`config.mk`:
```
export PLATFORM = sky130hd
export DESIGN_NAME = fifo_wr_arbiter
export DESIGN_NICKNAME = d
export VERILOG_FILES = /design/src/rtl/fifo_ctrl_pkg.sv /design/src/rtl/fifo_wr_arbiter_rr_pick.sv /design/src/rtl/fifo_wr_arbiter.sv
export SDC_FILE = /design/constraint.sdc
export NUM_CORES = 1
export LEC_CHECK = 0
export BUFFER_PORTS_ARGS = -buffer_cell sky130_fd_sc_hd__buf_4
export CAP_MARGIN = 10
export CORE_MARGIN = 2
export CORE_UTILIZATION = 40
export DETAILED_ROUTE_END_ITERATION = 7
export MAX_ROUTING_LAYER = met4
export PLACE_DENSITY = 0.68
export SYNTH_ARGS = -nofsm -noshare
export SYNTH_HDL_FRONTEND = slang
export SYNTH_SLANG_ARGS = --single-unit
export TNS_END_PERCENT = 5
```
`constraint.sdc`:
```
create_clock -name clk -period 3.3 [get_ports clk]
set_input_delay 0.33 -clock clk [delete_from_list [all_inputs] [get_ports clk]]
set_output_delay 0.33 -clock clk [all_outputs]
set_load 0.03 [all_outputs]
```
`src/rtl/fifo_ctrl_pkg.sv`:
```
// Shared types and helpers for the FIFO write-port arbiter.
// Provides the state encoding, default watermark constants and circular index stepping.
package fifo_ctrl_pkg;

    typedef enum logic [0:0] {
        ST_OPEN     = 1'b0,
        ST_THROTTLE = 1'b1
    } arb_state_e;

    localparam int DEF_HI_WM = 5;
    localparam int DEF_LO_WM = 2;
    localparam int DEF_BURST = 2;

    // Next index in circular order over n requesters.
    function automatic int circ_inc(input int idx, input int n);
        int nxt_v;
        if (idx >= n - 1) begin
            nxt_v = 0;
        end else begin
            nxt_v = idx + 1;
        end
        return nxt_v;
    endfunction

endpackage

```
`src/rtl/fifo_wr_arbiter_rr_pick.sv`:
```
// Combinational circular priority picker: first set request at or after the start index.
module rr_pick
    import fifo_ctrl_pkg::*;
#(
    parameter int NREQ = 4,
    parameter int IW   = 2
) (
    input  logic [NREQ-1:0] i_req,
    input  logic [IW-1:0]   i_start,
    output logic            o_found,
    output logic [IW-1:0]   o_idx
);

    logic          w_found;
    logic [IW-1:0] w_idx;
    logic [IW-1:0] w_cand;

    // Walk the requesters once, starting at i_start, keeping the first hit.
    always_comb begin
        w_found = 1'b0;
        w_idx   = '0;
        w_cand  = i_start;
        for (int k = 0; k < NREQ; k++) begin
            if (!w_found && i_req[w_cand]) begin
                w_found = 1'b1;
                w_idx   = w_cand;
            end else begin
                w_found = w_found;
            end
            w_cand = IW'(circ_inc(int'(w_cand), NREQ));
        end
    end

    assign o_found = w_found;
    assign o_idx   = w_idx;

endmodule

```
`src/rtl/fifo_wr_arbiter.sv`:
```
// Round-robin arbiter sharing one FIFO write port among NREQ producers,
// with per-owner burst limit and HI/LO watermark throttling.
module fifo_wr_arbiter
    import fifo_ctrl_pkg::*;
#(
    parameter int NREQ  = 4,
    parameter int DW    = 8,
    parameter int CW    = 4,
    parameter int HI_WM = DEF_HI_WM,
    parameter int LO_WM = DEF_LO_WM,
    parameter int BURST = DEF_BURST
) (
    input  logic                     clk,
    input  logic                     rst_n,
    input  logic [NREQ-1:0]          req,
    input  logic [NREQ*DW-1:0]       data_in,
    output logic [NREQ-1:0]          ack,
    input  logic [CW-1:0]            fifo_words,
    output logic                     wr_en,
    output logic [DW-1:0]            fifo_data,
    output logic [$clog2(NREQ)-1:0]  grant_id,
    output logic                     throttled
);

    localparam int GW = $clog2(NREQ);
    localparam int BW = $clog2(BURST + 1);

    arb_state_e      r_state;
    arb_state_e      w_state_nxt;
    logic [GW-1:0]   r_owner;
    logic [BW-1:0]   r_burst_cnt;
    logic            r_wr_en;
    logic [DW-1:0]   r_fifo_data;
    logic [GW-1:0]   r_grant_id;
    logic            r_throttled;

    logic [GW-1:0]   w_start;
    logic [GW-1:0]   w_idx;
    logic            w_found;
    logic            w_hi;
    logic            w_lo;
    logic            w_grant;
    logic [NREQ-1:0] w_ack;
    logic [DW-1:0]   w_sel_data;

    assign w_hi = (fifo_words >= CW'(HI_WM));
    assign w_lo = (fifo_words <= CW'(LO_WM));

    // Stay on the current owner until its burst allowance is used up.
    always_comb begin
        if (r_burst_cnt < BW'(BURST)) begin
            w_start = r_owner;
        end else begin
            w_start = GW'(circ_inc(int'(r_owner), NREQ));
        end
    end

    rr_pick #(
        .NREQ (NREQ),
        .IW   (GW)
    ) u_rr_pick (
        .i_req   (req),
        .i_start (w_start),
        .o_found (w_found),
        .o_idx   (w_idx)
    );

    // Next state and grant; the HI watermark check wins over any request.
    always_comb begin
        w_state_nxt = r_state;
        w_grant     = 1'b0;
        case (r_state)
            ST_OPEN: begin
                if (w_hi) begin
                    w_state_nxt = ST_THROTTLE;
                end else begin
                    w_state_nxt = ST_OPEN;
                    w_grant     = w_found & rst_n;
                end
            end
            ST_THROTTLE: begin
                if (w_lo) begin
                    w_state_nxt = ST_OPEN;
                end else begin
                    w_state_nxt = ST_THROTTLE;
                end
            end
            default: begin
                w_state_nxt = ST_OPEN;
            end
        endcase
    end

    // One-hot acknowledge for the winner, data mux for the write port.
    always_comb begin
        if (w_grant) begin
            w_ack = {{(NREQ-1){1'b0}}, 1'b1} << w_idx;
        end else begin
            w_ack = '0;
        end
        w_sel_data = data_in[int'(w_idx)*DW +: DW];
    end

    assign ack = w_ack;

    // Registered write port, ownership bookkeeping and throttle flag.
    always_ff @(posedge clk) begin
        if (!rst_n) begin
            r_state     <= ST_OPEN;
            r_owner     <= '0;
            r_burst_cnt <= '0;
            r_wr_en     <= 1'b0;
            r_fifo_data <= '0;
            r_grant_id  <= '0;
            r_throttled <= 1'b0;
        end else begin
            r_state     <= w_state_nxt;
            r_throttled <= (w_state_nxt == ST_THROTTLE);
            if (w_grant) begin
                r_wr_en     <= 1'b1;
                r_fifo_data <= w_sel_data;
                r_grant_id  <= w_idx;
                if (w_idx == r_owner) begin
                    if (r_burst_cnt < BW'(BURST)) begin
                        r_burst_cnt <= r_burst_cnt + BW'(1);
                    end else begin
                        r_burst_cnt <= r_burst_cnt;
                    end
                end else begin
                    r_owner     <= w_idx;
                    r_burst_cnt <= BW'(1);
                end
            end else begin
                r_wr_en <= 1'b0;
            end
        end
    end

    assign wr_en     = r_wr_en;
    assign fifo_data = r_fifo_data;
    assign grant_id  = r_grant_id;
    assign throttled = r_throttled;

endmodule

```
-- After elaboration in Yosys (flattened, before gate mapping)
Index checks and enable logic that the tools add are counted.
- add/sub/neg operators: 5
- $mul: 0
- divide/modulo/power cells: 0
- $lt $le $gt $ge: 11
- eq/ne operators: 2
- shift operators: 2
- multiplexer cells: 30
- bitwise gates (word level): 3
- reductions and logical operators: 8
- operator list (cell ; number):
    32-bit by 6-bit indexed part select with 8-bit output ; 1
    2-bit 2-to-1 mux ; 11
    1-bit 2-to-1 mux ; 13
    2-bit by 3-bit < comparator with 1-bit output, second input constant ; 4
    2-bit by 1-bit adder with 2-bit output, second input constant ; 5
    1-bit binary-select mux with 2-bit select ; 4
    2-bit greater-or-equal comparator, second input constant ; 4
    4-bit by 3-bit greater-or-equal comparator with 1-bit output, second input constant ; 1
    4-bit by 2-bit <= comparator with 1-bit output, second input constant ; 1
    4-bit 2-to-1 mux ; 1
    2-bit AND reduction ; 2
    1-bit by 2-bit left shift with 4-bit output, first input constant ; 1
    1-bit logical AND ; 3
    1-bit zero test ; 3
    2-bit equality test ; 1
    2-bit < comparator, second input constant ; 1
    2-bit by 1-bit != test with 1-bit output, second input constant ; 1
    1-bit inverter ; 2
    1-bit one-hot mux with 2 select lines ; 1
    1-bit AND ; 1
- register bits after elaboration: 16
- bits in latches: 0
- RAM bits: 0
- ROM bits: 0
- output and inout bits: 16
- word-level logic and storage cells: 67
- memories: 0

-- Longest topological paths before layout
Gate-level depths: netlist of the first run.
- depth after elaboration: 19
- mapped depth: 12

-- Cells and area by module
A second synthesis of the first run with hierarchy kept.
- cell total of the unflattened synthesis: 144
- area, all modules: 1323.8 µm²
- modules (own cells, without submodules) (module ; instances ; cells each ; area an instance (µm²) ; seq. area each (µm²)):
    fifo_wr_arbiter ; 1 ; 90 ; 949.7 ; 320.3
    rr_pick ; 1 ; 54 ; 374.1 ; 0.0

-- Worst setup path after synthesis of the first run
Ideal clock, no wire load.
- kind: input port to output port
- from: input port req[0]
- to: output port ack[2]
- arrival: 2321 ps
- required time: 2970 ps
- path slack: 649 ps
- cell stages on the path: 10
- cell sequence: buf_2 -> mux2_1 -> nor3_1 -> nor4_1 -> a211o_1 -> a21oi_2 -> buf_6 -> buf_12 -> nand2_1 -> nor2_1
- cells in the longest elaborated chain, start to end: 16
- ends and longest elaborated chain (item ; RTL line ; text):
    from (decl) ; fifo_wr_arbiter.sv:15 ; input logic [NREQ-1:0] req,
    1-bit binary-select mux with 2-bit select ; fifo_wr_arbiter_rr_pick.sv:24 ; if (!w_found && i_req[w_cand]) begin
    1-bit 2-to-1 mux (implied by the code) ; fifo_wr_arbiter_rr_pick.sv:24 ;
    1-bit 2-to-1 mux ; fifo_wr_arbiter_rr_pick.sv:24 ;
    1-bit zero test ; fifo_wr_arbiter_rr_pick.sv:24 ;
    1-bit logical AND ; fifo_wr_arbiter_rr_pick.sv:24 ;
    1-bit 2-to-1 mux ; fifo_wr_arbiter_rr_pick.sv:24 ;
    1-bit zero test ; fifo_wr_arbiter_rr_pick.sv:24 ;
    1-bit logical AND ; fifo_wr_arbiter_rr_pick.sv:24 ;
    1-bit 2-to-1 mux ; fifo_wr_arbiter_rr_pick.sv:24 ;
    1-bit zero test ; fifo_wr_arbiter_rr_pick.sv:24 ;
    1-bit logical AND ; fifo_wr_arbiter_rr_pick.sv:24 ;
    1-bit 2-to-1 mux ; fifo_wr_arbiter_rr_pick.sv:24 ;
    1-bit AND ; fifo_wr_arbiter.sv:78 ; w_grant = w_found & rst_n;
    1-bit 2-to-1 mux ; fifo_wr_arbiter.sv:74 ; if (w_hi) begin
    1-bit 2-to-1 mux ; fifo_wr_arbiter.sv:72 ; case (r_state)
    4-bit 2-to-1 mux * ; fifo_wr_arbiter.sv:96 ; if (w_grant) begin
    to (decl) ; fifo_wr_arbiter.sv:17 ; output logic [NREQ-1:0] ack,
Mark *: on every way between the ends. The rest lies on a longest branch, timed or not. The select of a mux whose other input is x is not followed.

-- Final worst setup path of the first run
- from: register r_owner[0]
- to: output port ack[0]
- cells in the longest elaborated chain, start to end: 19
- ends and longest elaborated chain (item ; RTL line ; text):
    from (decl) ; fifo_wr_arbiter.sv:30 ; logic [GW-1:0] r_owner;
    from (signal assigned) ; fifo_wr_arbiter.sv:130 ; r_owner <= w_idx;
    2-bit by 1-bit adder with 2-bit output or 2-bit greater-or-equal comparator (tied branches) ; fifo_ctrl_pkg.sv:20, fifo_ctrl_pkg.sv:17 ;
    2-bit 2-to-1 mux ; fifo_ctrl_pkg.sv:17 ; if (idx >= n - 1) begin
    2-bit 2-to-1 mux * ; fifo_wr_arbiter.sv:51 ; if (r_burst_cnt < BW'(BURST)) begin
    branches (longest 15 deep; another with 2-bit by 1-bit adder with 2-bit output) ; n/a ;
    4-bit 2-to-1 mux * ; fifo_wr_arbiter.sv:96 ;
Every way passes the cells marked *. The select of a mux whose other input is x is not followed.

==> results.py, run 1 <==
metrics = {
    "cells_and_area": {
        "seqCellArea_um2": 323,
        "num_antenna_cells": 0,
        "drive_above_1_share_pct": 39.7,
        "area_growth_pct": 29.9,
        "n_fill_cell": 329,
        "finalNonFillerCells": 265,
        "multi_input_area_mm2": 0.00101,
        "layout.nets": 262,
    },
    "drt": {
        "drc_errors": 0,
        "met3_length_um": 234,
        "initialDrtViolationCount": 67,
        "ant_nets": 0,
        "routed-via-count": 1490,
        "top_layer": "met4",
        "met1_length_mm": 1.71,
        "dr.pass1.iters": 4,
        "vias_per_cell": 5.62,
        "routedWlPerCell_um": 14.8,
        "finalWirelength_mm": 3.93,
        "route.met2.wl_mm": 1.97,
    },
    "sta": {
        "rsz0062_at_grt": "no",
        "slew_headroom_pct": 63.7,
        "final_hold_viol_count": 0,
        "tns_ps": 0,
        "fmaxAchievable_mhz": 327,
        "drv_slew": 0,
        "setup_viol": 0,
        "fin_crit_ps": 3050,
        "finalCritPeriodShare_pct": 92.6,
        "worstMarginPinSlew_ps": 542,
        "fin_skew_ps": 9.41,
    },
    "worst_setup_path": {
        "path_max_fanout": 24,
        "worstPathArrival_ps": 2720,
        "crit_required_ps": 2970,
        "cp-end-kind": "primary output",
        "critPathKind": "flip-flop to primary output",
        "start_kind": "flip-flop",
        "r2r_cells": 8,
    },
    "clock_network": {
        "post-cts-setup-buffer-count": 0,
        "cts_made_buffers": 3,
        "clockBufferDepth": 2,
        "clkSinkCount": 16,
        "holdBufCountCts": 0,
        "cts_root_buf": "clkbuf_4",
        "cts_tree": "yes",
        "clkTransAtPathRegs_ps": 100,
        "htreeDepth": 1,
        "clkLatencyLatePin_ps": 300,
    },
    "yosys": {
        "synth_top_area_share_pct": 21.9,
        "synth_edf_count": 0,
        "syn_nets": 210,
        "synthCells": 168,
        "yosysMostFrequentCell": "mux2i_1",
        "yosys-top-cells-count": "20 x mux2i_1, 16 x dfxtp_1, 15 x nand2_1",
        "yosysUniqueCellTypes": 52,
        "async_reset_ff_share_pct": 0,
        "synth-seq-area-share_pct": 21.9,
        "ys_top_cells_by_area": "dfxtp_1 22%, mux2i_1 14%, o221ai_2 7.2%",
        "synth_warnings": 0,
        "synth.ff_latch_count": 16,
        "yosys.area.top_type": "dfxtp_1",
        "synth_area_mm2": 0.00146,
        "synth.avg_cell_area_um2": 8.71,
        "synth_ff_type": "dfxtp_1",
    },
    "global_route": {
        "grt_usage_pct": 19.8,
        "grt_max_degree": 25,
        "grt_overflow": 0,
        "antenna_found_initial": 0,
        "grt_pass1_vias": 1427,
        "grt_pass1_wl_mm": 6.48,
    },
    "hold_path": {
        "hold_path.class": "input pin to flip-flop",
        "hold_depth": 2,
    },
    "pwr": {
        "max-vdd-ir-drop_mv": 0.238,
        "p_leak_nw": 0.788,
        "p_per_area_mw_per_mm2": 322,
    },
    "placement": {
        "place_hpwl_mm": 3.06,
        "port_buffers": 57,
        "place_inst": 261,
        "routabilityCongestion": 0.875,
    },
    "floorplan": {
        "fp.dieW_um": 64.5,
        "start_util_pct": 42.8,
        "die-area_mm2": 0.00416,
        "die_h_um": 64.5,
        "core-area_mm2": 0.00342,
        "ioPinCount": 58,
        "num_rows": 21,
    },
    "flow_run": {
        "cap_violations": 0,
    },
    "outcome": {
        "outcome": "completed",
    },
}
[final timing paths]
path | endpoint | start | slack [ps]
min | throttled | fifo_words[3] | 250
max | ack[0] | r_owner[0] | 250
max reg2reg | fifo_data[2] | r_owner[0] | 600
min reg2reg | grant_id[1] | grant_id[1] | 480
[final cells by class]
class	instances	area share, %
Multi-Input combinational cell	134	53.4
Tap cell	46	3.03
Timing Repair Buffer	60	23.7
Clock buffer	4	1.91
Sequential cell	16	17.0
Inverter	5	0.987
[report_power, final]
part | internal (mW) | total, mW | switching, mW
Combinational | 0.121 | 0.255 | 0.135
Sequential | 0.208 | 0.223 | 0.0146
Clock | 0.0672 | 0.134 | 0.0669
Total | 0.396 | 0.612 | 0.216
[cell families (layout without fill, tap and decap cells)]
family | Yosys count | after routing | synth area share [%]
buf+inv | 18 | 69 | 8.72
simple gates | 61 | 61 | 22.0
compound gates | 45 | 45 | 26.3
flops | 16 | 16 | 21.9
mux | 26 | 26 | 19.8
xor+xnor | 2 | 2 | 1.20
[through the flow]
stage	area [um2]	total power, mW	hold WS, ps	setup WS [ps]	utilization (%)
floorplan	1460	0.409	454	649	-
global placement	1860	0.475	445	411	54.5
detailed placement	1860	0.483	464	281	54.5
CTS	1900	0.617	245	233	55.6
global route	1900	0.650	229	40.7	55.6
finish	1900	0.612	251	245	55.6
[critical path, stage by stage (launching register included)]
cell and delay (ps):
dfxtp_2 640, mux2_1 440, nor3_1 200, nor4_1 100
a211o_1 330, a21oi_2 140, buf_4 300, nor2_1 80
buf_4 170
[repair_timing]
| action | in CTS | in global routing |
|---|---|---|
| pin swaps | 0 | 0 |
| gates resized for setup | 1 | 1 |
| setup endpoints to repair | 2 | 1 |
[flip-flops by register name, indices dropped and copies added, names as in the netlist]
| name | flops |
|---|---|
| fifo_data | 8 |
| r_burst_cnt | 2 |
| wr_en | 1 |
| throttled | 1 |
| grant_id | 2 |
| r_owner | 2 |
[layout by cell type (no fill, tap or decap), types with 3 or more instances in the layout]
cell type / Yosys / final
mux2_2: 3 / 3
a21oi_1: 6 / 6
o221ai_2: 7 / 7
nor3_1: 8 / 8
mux2i_1: 20 / 20
or2_1: 3 / 3
clkbuf_4: 0 / 3
a21boi_1: 3 / 3
dfxtp_1: 16 / 14
nand2_1: 15 / 15
o22ai_1: 3 / 3
nor2_1: 8 / 8
inv_1: 4 / 4
o21a_1: 4 / 4
nand2b_1: 4 / 4
nand3_1: 8 / 8
buf_4: 0 / 60
[routing by layer]
| layer | vias to the layer above | global-route usage [%] |
|---|---|---|
| met5 | - | - |
| met4 | 0 | 2.39 |
| met3 | 4 | 3.47 |
| met2 | 42 | 34.2 |
| met1 | 698 | 24.9 |
| li1 | 746 | - |
(Power assumes the default switching activity.)
==> inputs of run 2 (changes only) <==
ABC_AREA = 1   (was default)
PLACE_DENSITY = 0.7   (was 0.68)
==> run 2 against run 1 <==
Effect of this change: worst setup slack better by 170 ps; power up 1.0%; sequential power is 2% lower; largest power group unchanged.
==> results.py, run 2 <==
metrics = {
    "outcome": {
        "outcome": "completed",
    },
    "yosys": {
        "synth_edf_count": 0,
        "synth_top_area_share_pct": 25.3,
        "synth_ff_type": "dfxtp_1",
        "synth.avg_cell_area_um2": 5.96,
        "synthCells": 212,
        "ys_top_cells_by_area": "dfxtp_1 25%, nand2_1 23%, nand3_1 19%",
        "async_reset_ff_share_pct": 0,
        "yosys.area.top_type": "dfxtp_1",
        "yosys-top-cells-count": "77 x nand2_1, 47 x nand3_1, 16 x dfxtp_1, 15 x nand2_2, 14 x inv_1",
        "synth.ff_latch_count": 16,
        "yosysMostFrequentCell": "nand2_1",
        "yosysUniqueCellTypes": 22,
        "synth-seq-area-share_pct": 25.3,
        "synth_warnings": 0,
        "synth_area_mm2": 0.00126,
        "syn_nets": 254,
    },
    "cells_and_area": {
        "drive_above_1_share_pct": 33.2,
        "area_growth_pct": 35.6,
        "layout.nets": 309,
        "fin_util_pct": 56.6,
        "largest_register_ffs": 8,
        "final_common_cell": "nand2_1",
        "num_antenna_cells": 0,
        "n_fill_cell": 319,
        "multi_input_area_um2": 807,
        "finalNonFillerCells": 309,
        "seqCellArea_um2": 320,
        "final_cell_mix": "77 x nand2_1, 58 x buf_4, 47 x nand3_1",
    },
    "worst_setup_path": {
        "r2r_start": "r_burst_cnt[1]",
        "critPathKind": "flip-flop to primary output",
        "crit_chain": "inv_1 > nand2_2 > nand2_4 > nand2_1 > nand2_2 > nand2_1 > nand2_1 > nand4_1 > nand3_1 > nand2_2 > inv_1 > nand2_1 > nor2_1 > buf_4",
        "crit_required_ps": 2970,
        "cp-end-kind": "primary output",
        "start_kind": "flip-flop",
        "worstPathArrival_ps": 2560,
        "critPathSlowestCell": "dfxtp_1",
        "cp_slowest_stage_delay_ps": 360,
        "cp-startpoint": "r_burst_cnt[1]",
        "path_max_fanout": 11,
        "r2r_cells": 14,
        "crit_top_cell": "nand2_1",
    },
    "placement": {
        "port_buffers": 57,
        "routabilityCongestion": 0.891,
        "place_inst": 306,
        "place_hpwl_mm": 2.66,
    },
    "drt": {
        "vias_per_cell": 4.85,
        "initialDrtViolationCount": 76,
        "routed-via-count": 1499,
        "dr.pass1.iters": 4,
        "drc_errors": 0,
        "finalWirelength_mm": 3.48,
        "routedWlPerCell_um": 11.3,
        "ant_nets": 0,
    },
    "pwr": {
        "max-vdd-ir-drop_mv": 0.186,
        "p_per_area_mw_per_mm2": 361,
        "p_leak_nw": 0.909,
    },
    "global_route": {
        "grt_max_degree": 22,
        "grt_pass1_vias": 1264,
        "grt_pass1_wl_mm": 5.51,
        "antenna_found_initial": 0,
        "grt_overflow": 0,
        "grt_usage_pct": 20.7,
    },
    "flow_run": {
        "cap_violations": 0,
    },
    "floorplan": {
        "fp.dieW_um": 60.2,
        "die-area_mm2": 0.00362,
        "num_rows": 20,
        "core-area_mm2": 0.00303,
        "start_util_pct": 41.7,
        "ioPinCount": 58,
        "die_h_um": 60.2,
    },
    "clock_network": {
        "clkTransAtPathRegs_ps": 100,
        "cts_tree": "yes",
        "cts_resized": 0,
        "cts_root_buf": "clkbuf_4",
        "clockBufferDepth": 2,
        "post-cts-setup-buffer-count": 0,
        "holdBufCountCts": 0,
        "clkSinkCount": 16,
        "cts_made_buffers": 3,
        "htreeDepth": 1,
        "clkLatencyLatePin_ps": 290,
    },
    "sta": {
        "fin_skew_ps": 3.17,
        "fmaxAchievable_mhz": 346,
        "worstMarginPinSlew_ps": 368,
        "finalCritPeriodShare_pct": 87.5,
        "drv_slew": 0,
        "slew_headroom_pct": 75.4,
        "tns_ps": 0,
        "final_hold_viol_count": 0,
        "holdWs_ps": 345,
        "fin_crit_ps": 2890,
        "rsz0062_at_grt": "no",
        "setup_viol": 0,
    },
    "hold_path": {
        "min_from": "data_in[14]",
        "hold_path.class": "input pin to flip-flop",
        "hold_depth": 5,
    },
}
run 2: cell count changes after synthesis, sizes merged, moves of 3 or more:
cell	previous run	this run
nand2	17	94
nand3	8	49
mux2i	20	0
inv	5	19
o221ai	8	0
nor3	9	2
mux2	4	0
nand2b	4	0
or2	4	0
a21boi	3	0
clkbuf	4	1
o211ai	3	0
o21a	4	1
o22ai	3	0
run 2: cell type report:
class | count | area share, %
repair buffers | 58 | 25.4
well taps | 44 | 3.21
flip-flops and latches | 16 | 18.7
inverters | 19 | 4.31
multi-input cells | 169 | 47.1
clock buffers | 3 | 1.31
run 2: power breakdown:
group          internal (mW)  leakage, nW  switching [mW]  total (mW)
Combinational          0.111        0.765           0.181       0.292
Clock                 0.0424       0.0138          0.0649       0.107
Sequential             0.208        0.131          0.0102       0.219
Total                  0.362        0.909           0.257       0.618
run 2: worst paths after layout:
| path | endpoint | slack [ps] |
|---|---|---|
| min reg2reg | grant_id[1] | 480 |
| max reg2reg | fifo_data[7] | 1090 |
| max | ack[3] | 410 |
| min | fifo_data[6] | 340 |
run 2: layer usage:
metal  vias to the layer above  share of wire [%]  global-route usage, %
met5                         -                  0                      -
met4                         0               0.95                   5.71
met3                         4                5.4                   3.90
met2                        47                 49                   32.9
met1                       659                 45                   26.6
li1                        789                  -                      -
run 2: cells by family (layout without fill, tap and decap cells):
kind of cell	count (synthesis)	count (layout)	synth area share, %
compound gates	13	13	5.94
buf+inv	27	80	10.8
flops	16	16	25.3
simple gates	156	156	57.9
run 2: critical path: cells and delay by family (launching register included):
kind | cells | cell delay [ps]
DFF | 1 | 360
and+or+nand+nor | 11 | 1250
buffers and inverters | 3 | 640
run 2: stage by stage:
| stage | area [um2] | worst slack [ps] | total power, mW |
|---|---|---|---|
| 3_3_place_gp | 1690 | 799 | 0.515 |
| 6_report | 1710 | 411 | 0.618 |
| 3_5_place_dp | 1690 | 736 | 0.516 |
| 4_1_cts | 1710 | 402 | 0.622 |
| 2_1_floorplan | 1260 | 881 | 0.442 |
| 5_1_grt | 1710 | 146 | 0.665 |
